==> src/rtl/uart_mon_pkg.sv <==
// uart_mon_pkg: shared constants and state type for the UART line monitor.
package uart_mon_pkg;
    localparam logic [7:0] CHAR_LF = 8'h0A;
    localparam logic [7:0] CHAR_CR = 8'h0D;
    localparam logic [7:0] KW_PASS [4] = '{8'h50, 8'h41, 8'h53, 8'h53};
    localparam logic [7:0] KW_FAIL [4] = '{8'h46, 8'h41, 8'h49, 8'h4C};
    typedef enum logic {COLLECT, DRAIN} state_e;
endpackage

==> src/rtl/uart_line_buf.sv <==
// uart_line_buf: line storage with one write port and a registered read port.
module uart_line_buf #(
    parameter int LINE_LEN = 80,
    parameter int AW       = $clog2(LINE_LEN)
) (
    input  logic          clk_i,
    input  logic          rst_i,
    input  logic          we_i,
    input  logic [AW-1:0] waddr_i,
    input  logic [7:0]    wdata_i,
    input  logic          re_i,
    input  logic [AW-1:0] raddr_i,
    output logic [7:0]    rdata_o
);
    logic [7:0] mem_q [LINE_LEN];
    logic [7:0] rdata_q;
    always_ff @(posedge clk_i) begin
        if (we_i) mem_q[waddr_i] <= wdata_i;
    end
    // Write-through so a one-byte line can be replayed the cycle after it lands
    always_ff @(posedge clk_i or posedge rst_i) begin
        if (rst_i) rdata_q <= '0;
        else if (re_i) rdata_q <= (we_i && waddr_i == raddr_i) ? wdata_i : mem_q[raddr_i];
    end
    assign rdata_o = rdata_q;
endmodule

==> src/rtl/uart_line_monitor.sv <==
// uart_line_monitor: assembles UART bytes into lines, replays them to a sink,
// flags PASS/FAIL lines and counts lines and discarded error bytes.
module uart_line_monitor
    import uart_mon_pkg::*;
#(
    parameter int LINE_LEN = 80,
    parameter int CNT_W    = 16
) (
    input  logic             clk_i,
    input  logic             rst_i,
    input  logic [7:0]       rx_data_i,
    input  logic             rx_valid_i,
    input  logic             rx_err_i,
    output logic             rx_ready_o,
    output logic [7:0]       out_data_o,
    output logic             out_valid_o,
    output logic             out_last_o,
    input  logic             out_ready_i,
    output logic             pass_o,
    output logic             fail_o,
    output logic             ovf_o,
    output logic [CNT_W-1:0] line_cnt_o,
    output logic [7:0]       err_cnt_o
);
    localparam int PW = $clog2(LINE_LEN + 1);
    localparam int AW = $clog2(LINE_LEN);
    state_e state_q, state_d;
    logic [PW-1:0] wr_ptr_q, wr_ptr_d, rd_ptr_q, rd_ptr_d, len_q, len_d;
    logic [1:0] match_q, match_d, match_cur;
    logic pass_q, pass_d, fail_q, fail_d, ovf_q, ovf_d, valid_q, valid_d, last_q, last_d;
    logic [CNT_W-1:0] line_cnt_q, line_cnt_d;
    logic [7:0] err_cnt_q, err_cnt_d;
    logic accept, store, is_lf, line_end, hs, rd_en;
    logic [AW-1:0] rd_addr;

    assign rx_ready_o = state_q == COLLECT;
    assign accept     = rx_valid_i & rx_ready_o;
    assign store      = accept & ~rx_err_i & (rx_data_i != CHAR_CR);
    assign is_lf      = rx_data_i == CHAR_LF;
    assign line_end   = store & (is_lf | (wr_ptr_q == PW'(LINE_LEN - 1)));
    assign hs         = valid_q & out_ready_i;
    assign rd_en      = line_end | (hs & ~last_q);
    assign rd_addr    = line_end ? '0 : AW'(rd_ptr_q + 1'b1);
    // bit 0 tracks "PASS", bit 1 tracks "FAIL"; only indices 0..3 can disqualify
    assign match_cur  = (wr_ptr_q < PW'(4))
                      ? match_q & ~{rx_data_i != KW_FAIL[wr_ptr_q[1:0]], rx_data_i != KW_PASS[wr_ptr_q[1:0]]}
                      : match_q;

    always_comb begin
        state_d    = state_q;
        wr_ptr_d   = wr_ptr_q;
        rd_ptr_d   = rd_ptr_q;
        len_d      = len_q;
        match_d    = match_q;
        pass_d     = pass_q;
        fail_d     = fail_q;
        ovf_d      = 1'b0;
        valid_d    = valid_q;
        last_d     = last_q;
        line_cnt_d = line_cnt_q;
        err_cnt_d  = err_cnt_q;
        if (accept && rx_err_i && err_cnt_q != 8'hFF) err_cnt_d = err_cnt_q + 1'b1;
        if (store) begin
            wr_ptr_d = wr_ptr_q + 1'b1;
            match_d  = match_cur;
        end
        if (line_end) begin
            state_d  = DRAIN;
            wr_ptr_d = '0;
            len_d    = wr_ptr_q + 1'b1;
            match_d  = 2'b11;
            ovf_d    = ~is_lf;
            valid_d  = 1'b1;
            last_d   = wr_ptr_q == '0;
            if (!(&line_cnt_q)) line_cnt_d = line_cnt_q + 1'b1;
            if (wr_ptr_q >= PW'(3)) begin
                pass_d = pass_q | match_cur[0];
                fail_d = fail_q | match_cur[1];
            end
        end
        if (hs) begin
            if (last_q) begin
                state_d  = COLLECT;
                rd_ptr_d = '0;
                valid_d  = 1'b0;
                last_d   = 1'b0;
            end else begin
                rd_ptr_d = rd_ptr_q + 1'b1;
                last_d   = rd_ptr_q + PW'(2) == len_q;
            end
        end
    end

    always_ff @(posedge clk_i or posedge rst_i) begin
        if (rst_i) begin
            state_q    <= COLLECT;
            wr_ptr_q   <= '0;
            rd_ptr_q   <= '0;
            len_q      <= '0;
            match_q    <= 2'b11;
            pass_q     <= 1'b0;
            fail_q     <= 1'b0;
            ovf_q      <= 1'b0;
            valid_q    <= 1'b0;
            last_q     <= 1'b0;
            line_cnt_q <= '0;
            err_cnt_q  <= '0;
        end else begin
            state_q    <= state_d;
            wr_ptr_q   <= wr_ptr_d;
            rd_ptr_q   <= rd_ptr_d;
            len_q      <= len_d;
            match_q    <= match_d;
            pass_q     <= pass_d;
            fail_q     <= fail_d;
            ovf_q      <= ovf_d;
            valid_q    <= valid_d;
            last_q     <= last_d;
            line_cnt_q <= line_cnt_d;
            err_cnt_q  <= err_cnt_d;
        end
    end

    uart_line_buf #(.LINE_LEN(LINE_LEN), .AW(AW)) u_buf (
        .clk_i   (clk_i),
        .rst_i   (rst_i),
        .we_i    (store),
        .waddr_i (AW'(wr_ptr_q)),
        .wdata_i (rx_data_i),
        .re_i    (rd_en),
        .raddr_i (rd_addr),
        .rdata_o (out_data_o)
    );

    assign out_valid_o = valid_q;
    assign out_last_o  = last_q;
    assign pass_o      = pass_q;
    assign fail_o      = fail_q;
    assign ovf_o       = ovf_q;
    assign line_cnt_o  = line_cnt_q;
    assign err_cnt_o   = err_cnt_q;
endmodule

==> config.mk <==
export PLATFORM = sky130hd
export DESIGN_NAME = uart_line_monitor
export DESIGN_NICKNAME = d
export VERILOG_FILES = /design/src/rtl/uart_mon_pkg.sv /design/src/rtl/uart_line_buf.sv /design/src/rtl/uart_line_monitor.sv
export SDC_FILE = /design/constraint.sdc
export NUM_CORES = 1
export LEC_CHECK = 0
export ABC_AREA = 1
export CELL_PAD_IN_SITES_DETAIL_PLACEMENT = 1
export CELL_PAD_IN_SITES_GLOBAL_PLACEMENT = 2
export CORE_MARGIN = 1
export CORE_UTILIZATION = 32
export DETAILED_ROUTE_END_ITERATION = 7
export PLACE_DENSITY = 0.59
export SLEW_MARGIN = 0
export SYNTH_ARGS = -nofsm -noshare
export SYNTH_HDL_FRONTEND = slang
export SYNTH_SLANG_ARGS = --single-unit
export TNS_END_PERCENT = 5
==> constraint.sdc <==
create_clock -name clk_i -period 3 [get_ports clk_i]
set_input_delay 0.6 -clock clk_i [delete_from_list [all_inputs] [get_ports clk_i]]
set_output_delay 0.6 -clock clk_i [all_outputs]
set_load 0.1 [all_outputs]
==> metrics <==
status complete, no violations; post-synthesis sequential area ratio 0.677; chip height 311 um; crit end category register; Worst EP required 3540 ps; worst-skew pair later-pin latency 650 ps; PD cells 552 nW/um^2; syn avg cell area 11.1 um^2; clock sink count 701; routed len/inst 24.1 um; Die Area 97000 um^2; Post-DP HPWL 68700 um; Fin. Hold Viols 0; overall power 0.0207 W; Ys Warns 0; root buffer cell clkbuf_16; die extent in x 311 um; Synth area leaders edfxtp_1, nand3_1, nand2_1, dfrtp_1, inv_1; Via Count 21900; vias in the first global route 22800; gr usage total 0.213; critical path launch point type register; Synth Net Count 2772; Inserted Diodes 0; worst-margin pin slew 840 ps; core area 94900 um^2; CTS tree done; # DRC 0; final setup vio count 0; Yosys top cell by area edfxtp_1; synthesized area 30600 um^2; max cap viols 0; Detailed Route WL 105000 um; RSZ-0062 raised after global routing false; Netlist cell types 44; Leakage 14.6 nW; register bit total from synthesis 701; initial antenna violation count 0; Initial Util 0.323; Post-DP Area 34500 um^2; global-route wire length before repair 153000 um; share of layout cells above drive strength 1 0.175; Fmax achieved 349 MHz; post-synthesis cell count 2752; Worst Hold Class primary input to asynchronous set/reset pin; Worst slew margin 0.440; Clock Path Buffers 3; Clock transition at path regs 60 ps; post-synth top area share 0.627; Post-CTS Hold Buffers 0; Inst Count DP 4185; crit path max fanout 9; TNS Setup 0 ps; final-report max-slew violation count 0; CP arrival 3400 ps; initial drt markers 1464; Vias/cell 5.04; Finished Layout Cells 4348; critical path class register to register; antenna viol nets, final 0; H-tree depth 3; largest net degree at the start of global routing 67; crit path from wr_ptr_q[0]; total CTS buffers 81; Layout Area Growth over Synthesis 22.7%; Non-Filler Cell Area, Final 37600 um^2; fin nets 3035; grt total ovfl 0; Rows 113; PortBufs 50; io pins 51; Pre-antenna DRT Iters 5; fin crit period 2870 ps; GPL Wtd Cong 0.826; Period Utilization, post-route 0.956; reg-to-reg critical path startpoint wr_ptr_q[0]; Max VDD drop 0.463 mV; clk_skew 20.9 ps
==> critical path: stages (launching register included) <==
cell and delay, ps:
dfrtp_1 360, ha_2 210, nand2_2 70, inv_1 110, nand3_2 110, nand2_2 150
nand2_8 120, buf_4 190, inv_2 80, or2_1 200, buf_4 290, clkinvlp_4 300
nand3_1 230, nand3_4 120, nand2_1 110, a21oi_2 60
==> through the flow <==
stage,util,setup WS [ps],hold slack (ps)
finish,0.396,133,285
global route,0.396,13.9,317
CTS,0.392,-8.22,273
detailed placement,0.364,-462,468
global placement,0.364,-396,461
floorplan,-,151,470
==> cell usage in the layout, fill, tap and decap left out, drive strengths merged, types with 16 or more instances in the layout <==
cell type	instances
a21oi	24
buf	341
clkbuf	113
clkinv	31
dfrtp	59
edfxtp	640
inv	231
nand2	556
nand3	522
nand3b	98
nor2	205
o211ai	40
o21ai	66
o221ai	33
o22ai	16
xor2	28
==> report_power, final <==
group	total [W]	leakage [nW]	switching [W]	internal (W)
logic	0.000266	6.84	0.000231	0.0000352
registers	0.0107	6.52	0	0.0107
clock network	0.00982	1.28	0.00410	0.00572
total	0.0207	14.6	0.00433	0.0164
==> synthesized netlist by cell type (all sizes together) <==
library cell	number
o2111ai	3
a21oi	24
clkinv	2
xor2	28
nand4	7
a211oi	1
o22ai	16
a22oi	1
edfxtp	640
nand2	556
buf	132
nor3	15
o21bai	2
ha	7
o221ai	33
o41ai	2
a31oi	1
o21ai	66
or2	6
nand3	522
dfstp	2
nand3b	98
xnor2	15
clkbuf	38
nor2	205
inv	227
o211ai	40
nor4	4
dfrtp	59
==> cell type report <==
cell class	instances	area [um^2]
sequential	701	20700
fill	10200	57300
multi-input combinational	1652	8410
clock inverter	43	397
clock buffer	108	2210
tap	1265	1580
timing repair buffer	350	3380
inverter	229	882
==> flip-flops by register name, indices dropped and copies added (netlist names), 2 cells and up <==
| signal | cells |
|---|---|
| err_cnt_o | 8 |
| u_buf.rdata_o | 8 |
| match_q | 2 |
| len_q | 7 |
| u_buf.mem_q | 640 |
| line_cnt_o | 16 |
| rd_ptr_q | 7 |
| wr_ptr_q | 7 |
==> metal layers <==
metal  global-route usage  up-vias  wire length, um
met1                0.290    11200            48500
met3               0.0331      127             4400
met4               0.0661        0             2580
met5                    0        -                0
met2                0.348      416            49200
li1                     -    10200                -
==> cell families (layout without fill, tap and decap cells) <==
kind of cell    after synthesis  in the layout  share of synthesized area
flops                       701            701                      0.677
simple gates               1413           1413                      0.211
compound gates              189            189                     0.0407
xor+xnor                     43             43                     0.0123
fa+ha+maj                     7              7                    0.00286
buf+inv                     399            730                     0.0559
==> final timing paths <==
kind	end	slack [ps]	cells after the start
hold / removal	err_cnt_o[1]	280	2
hold reg to reg	fail_o	480	1
setup reg to reg	u_buf.rdata_o[0]	130	15
min in group clk_i	u_buf.mem_q[68][3]	390	2
max in group asynchronous	u_buf.rdata_o[7]	2000	3
setup / recovery	u_buf.rdata_o[0]	130	15
==> what timing repair did <==
action,4_1_cts,5_1_grt
gates resized for setup,9,52
cloned,0,5
setup endpoints to repair,5,8
pin swaps,0,8
buffers inserted,0,7
No activity file was read; power rests on OpenSTA's default activity.
